==> src/rtl/dmem_arbiter.sv <==
// dmem_arbiter: shares one data memory between the MEM stage and an external loader/debug port, with starvation-bounded ext grants.
module dmem_arbiter #(
  parameter int STARVE_LIMIT = 4
) (
  input  logic        clock,
  input  logic        reset,
  input  logic        p_memread,
  input  logic        p_memwrite,
  input  logic [31:0] p_addr,
  input  logic [31:0] p_wdata,
  output logic [31:0] p_rdata,
  output logic        stall,
  input  logic        x_req,
  input  logic        x_we,
  input  logic [31:0] x_addr,
  input  logic [31:0] x_wdata,
  output logic        x_ack,
  output logic [31:0] x_rdata,
  output logic [31:0] mem_addr,
  output logic [31:0] mem_wdata,
  output logic        mem_memread,
  output logic        mem_memwrite,
  input  logic [31:0] mem_rdata
);
  localparam logic [1:0] IDLE = 2'd0;
  localparam logic [1:0] EXT  = 2'd1;
  localparam logic [1:0] ACK  = 2'd2;
  localparam logic [2:0] LIM  = 3'(STARVE_LIMIT);
  logic [1:0]  r_state;
  logic [2:0]  r_starve;
  logic [31:0] r_x_rdata;
  logic        w_p_act;
  logic        w_ext;
  logic        w_grant;
  always_comb begin
    w_p_act      = p_memread | p_memwrite;
    w_ext        = r_state == EXT;
    w_grant      = r_state == IDLE && x_req && (!w_p_act || r_starve == LIM);
    mem_addr     = w_ext ? x_addr : p_addr;
    mem_wdata    = w_ext ? x_wdata : p_wdata;
    // strobes are gated by reset so an access abandoned by reset never commits
    mem_memwrite = !reset && (w_ext ? x_we : p_memwrite);
    mem_memread  = !reset && (w_ext ? !x_we : p_memread);
    stall        = w_ext && w_p_act;
    p_rdata      = w_ext ? 32'd0 : mem_rdata;
    x_ack        = r_state == ACK;
    x_rdata      = r_x_rdata;
  end
  always_ff @(posedge clock) begin
    if (reset) begin
      r_state   <= IDLE;
      r_starve  <= 3'd0;
      r_x_rdata <= 32'd0;
    end else begin
      r_state <= w_grant ? EXT : w_ext ? ACK : IDLE;
      if (r_state == IDLE)
        r_starve <= (w_grant || !x_req) ? 3'd0 : (r_starve == LIM ? LIM : r_starve + 3'd1);
      if (w_ext && !x_we)
        r_x_rdata <= mem_rdata;
    end
  end
endmodule

==> config.mk <==
export PLATFORM = sky130hd
export DESIGN_NAME = dmem_arbiter
export DESIGN_NICKNAME = d
export VERILOG_FILES = /design/src/rtl/dmem_arbiter.sv
export SDC_FILE = /design/constraint.sdc
export NUM_CORES = 1
export LEC_CHECK = 0
export ABC_AREA = 0
export BUFFER_PORTS_ARGS = -buffer_cell sky130_fd_sc_hd__buf_2
export CAP_MARGIN = 40
export CORE_AREA = 4 4 114 116
export DETAILED_ROUTE_END_ITERATION = 8
export DIE_AREA = 0 0 118 120
export HOLD_SLACK_MARGIN = 0.12
export SLEW_MARGIN = 20
export SYNTH_ARGS = -nofsm -noshare
export SYNTH_HDL_FRONTEND = slang
export SYNTH_SLANG_ARGS = --single-unit
==> constraint.sdc <==
create_clock -name clock -period 2.26 [get_ports clock]
set_clock_uncertainty 0.2 [all_clocks]
set_input_delay 0.452 -clock clock [delete_from_list [all_inputs] [get_ports clock]]
set_output_delay 0.452 -clock clock [all_outputs]
set_load 0.02 [all_outputs]
==> implementation parameters <==
Parameter                              Value

Outcome
  Outcome    finished, final reports clean

Clocking
  CTS Hold Buffers Added    0
  Number of buffers on the longest clock path    2
  Clk Latency, worst-skew pair    around 0.27 ns
  Clock slew seen by the registers of the worst setup and hold paths    roughly 0.060 ns
  H-Tree Level Count    2
  Root Buffer Master    sky130_fd_sc_hd__clkbuf_16
  Count of clock tree sinks    37
  Number of buffers inserted during clock tree synthesis    5
  Clock tree from TritonCTS    done

Final layout
  Filler instances    1351
  Number of nets in the final layout    ~870
  P&R area growth vs syn    75.22%
  Number of antenna diodes    0
  Area used by sequential logic in the layout    approximately 740 µm²
  Total area of multi-input combinational cells    around 1600 µm²
  Fraction of final layout cells sized beyond drive strength 1    0.4531
  Post-route insts no fill    around 850

Timing
  Worst Slack Setup Final    0.09917 ns
  Peak clock frequency supported by timing    roughly 0.46 GHz
  Tightest Pin Transition    0.3997 ns
  Relative slew slack    0.7336
  Pins over their slew limit    0
  Share of the clock period used by the worst path after layout    0.9561
  Summed negative setup slack over all endpoints    0 ns
  Total of endpoints with negative setup slack in the final report    0
  Setup repair after global routing missed its margin    false
  Count of final hold-check violations    0
  Final min period    2.161 ns

Placed design
  Final RePlAce weighted congestion    around 0.83
  Placement-stage worst setup slack    about 0.32 ns
  # placed instances    841
  Port Buffers    just under 300
  Final HPWL DP    8.929 mm

Floorplanning
  Count of pins on the block boundary    298
  Starting density of the core    0.2047
  Total core area    between 10000 and 15000 µm²
  Vertical extent of the die    roughly 120 µm
  Die Width    118 µm
  DIE AREA    roughly 14000 µm²
  Floorplan row count    40

Worst setup path
  Nature of the critical path startpoint    flip-flop
  Kind of critical path    flip-flop to output pin
  Required time worst endpoint    1.61 ns
  Max FO, Critical Path    29
  Nature of the critical path endpoint    output pin
  Data arrival, critical path    1.51 ns

Routing
  Detail-routed via count per cell    ~4.3
  Wire per inst    approximately 13 µm
  Post-detailed-routing wire length    11.31 mm
  Number of vias in the routed layout    ~3600
  Post-detailed-route DRC marker count    0
  Count of TritonRoute iterations in the first routing pass    5
  Iteration-0 DRC count of the detailed router    119
  Antenna viol nets, final    0

Yosys
  Synth unique cells    19
  Register area share after synthesis    0.3037
  Post-synthesis cell count    420
  Cell taking the most area after synthesis    sky130_fd_sc_hd__nand2_1
  Number of flops mapped to enable cells by yosys    0
  Share of async-settable or async-resettable flops after synthesis    0
  Largest cells by area after synthesis    sky130_fd_sc_hd__nand2_1, sky130_fd_sc_hd__dfxtp_1, sky130_fd_sc_hd__and2_1
  Post-Syn Area    roughly 2400 µm²
  Number of nets in the synthesized netlist    approximately 600
  Top FF cell, synth    sky130_fd_sc_hd__dfxtp_1
  Count of state elements after synthesis    37
  Share of Yosys cell area claimed by the top area cell type    0.3448
  Post-Synthesis Mean Instance Area    between 5 and 6 µm²
  Yosys Warn Count    0

Pwr
  Leakage    0.002435 µW
  Worst-case vdd ir drop    approximately 0.37 mV
  Power density relative to cell area    ~460 nW/µm²

Job
  Max-capacitance violation count    0

GRT
  Overflow left after global routing    0
  Vias in the first global route    approximately 3500
  Maximum number of pins on one net before global-route repair    between 50 and 60
  Initial antenna violation count    0
  First-pass GRT wire length    around 17 mm
  Global router's overall resource usage    0.1448

Min path
  Min-Delay Path Class    input port to flip-flop
[flip-flops by register name, summed over array words and instances (netlist names)]
name	flops
x_rdata	32
r_starve	3
r_state	2
[cell families (layout without fill, tap and decap cells)]
group                    count (synthesis)  count (layout)  synth area share
flip-flops                              37              37            0.3037
buffers and inverters                   34             318           0.06157
adder cells (fa/ha/maj)                  2               2           0.01026
AND/OR/NAND/NOR                        274             274            0.4715
AO/OA/AOI/OAI                           73              73            0.1529
[metal layers]
metal,share of wire,global-route usage
met1,0.41,0.1722
met2,0.51,0.2641
met3,0.083,0.04053
met5,0,0
met4,0.0032,0.02198
[path summary, 6_finish.rpt]
check / startpoint / end / slack [ns] / cells after the start
worst min register to register: x_rdata[7]$_SDFFE_PP0P_ / x_rdata[7]$_SDFFE_PP0P_ / 0.27 / 2
worst max register to register: r_state[1]$_SDFF_PP0_ / x_rdata[12]$_SDFFE_PP0P_ / 0.61 / 5
worst max-delay path: r_state[0]$_SDFF_PP0_ / mem_wdata[12] / 0.1 / 5
worst min-delay path: mem_rdata[1] / x_rdata[1]$_SDFFE_PP0P_ / 0.22 / 3
[through the flow]
step                area [µm²]  total power (µW)    util  hold WS, ns
floorplan                 2439              1003       -       0.2704
global placement          4086              1308  0.3431       0.2608
detailed placement        4086              1309  0.3431       0.2638
CTS                       4233              1999  0.3554       0.2184
global route              4273              2081  0.3587       0.2266
finish                    4273              1978  0.3587       0.2209
[cells in the mapped netlist (2+ instances only)]
library cell                 n
sky130_fd_sc_hd__nand2_1   224
sky130_fd_sc_hd__dfxtp_1    37
sky130_fd_sc_hd__a21oi_1    36
sky130_fd_sc_hd__o21ai_0    35
sky130_fd_sc_hd__and2_1     32
sky130_fd_sc_hd__buf_2      18
sky130_fd_sc_hd__clkbuf_1   14
sky130_fd_sc_hd__nor2_1      8
sky130_fd_sc_hd__nor2b_1     3
sky130_fd_sc_hd__ha_1        2
sky130_fd_sc_hd__inv_1       2
sky130_fd_sc_hd__nand4_1     2
[critical path: stages, from the launching register on]
cell and delay [ns]:
sky130_fd_sc_hd__dfxtp_1 0.34, sky130_fd_sc_hd__nor2b_4 0.33, sky130_fd_sc_hd__clkbuf_16 0.28, sky130_fd_sc_hd__nand2_1 0.07, sky130_fd_sc_hd__nand2_1 0.05, sky130_fd_sc_hd__buf_2 0.17
[repair_timing]
item                       4_1_cts  5_1_grt
buffers inserted                 0        2
resized for setup                0        0
setup endpoints to repair        0       60
[placed cells by master, fill, tap and decap left out, drive strengths merged]
cell and count:
nand2b 1, nor3b 1, nor3 1, inv 2, buf 308, nor2 8
a2bb2oi 1, and3b 1, o21ai 35, nor4b 1, clkinvlp 1, nand4 2
nor2b 3, ha 2, nand2 224, a21oi 36, dfxtp 37, clkbuf 7
o2bb2ai 1, and2 32
[area by class of cell]
type                            count  share of cell area
Clock inverter                      1            0.001757
Sequential cell                    37              0.1734
Clock buffer                        6             0.03250
Multi-Input combinational cell    349              0.3657
Tap cell                          147             0.04305
Timing Repair Buffer              309              0.3818
Inverter                            2            0.001757
[report_power, final]
| group | internal, µW | switching, µW | total, µW |
|---|---|---|---|
| Clock | 432 | 251 | 683 |
| Combinational | 260 | 368 | 628 |
| Sequential | 662 | 4.70 | 667 |
(Power assumes the default switching activity.)
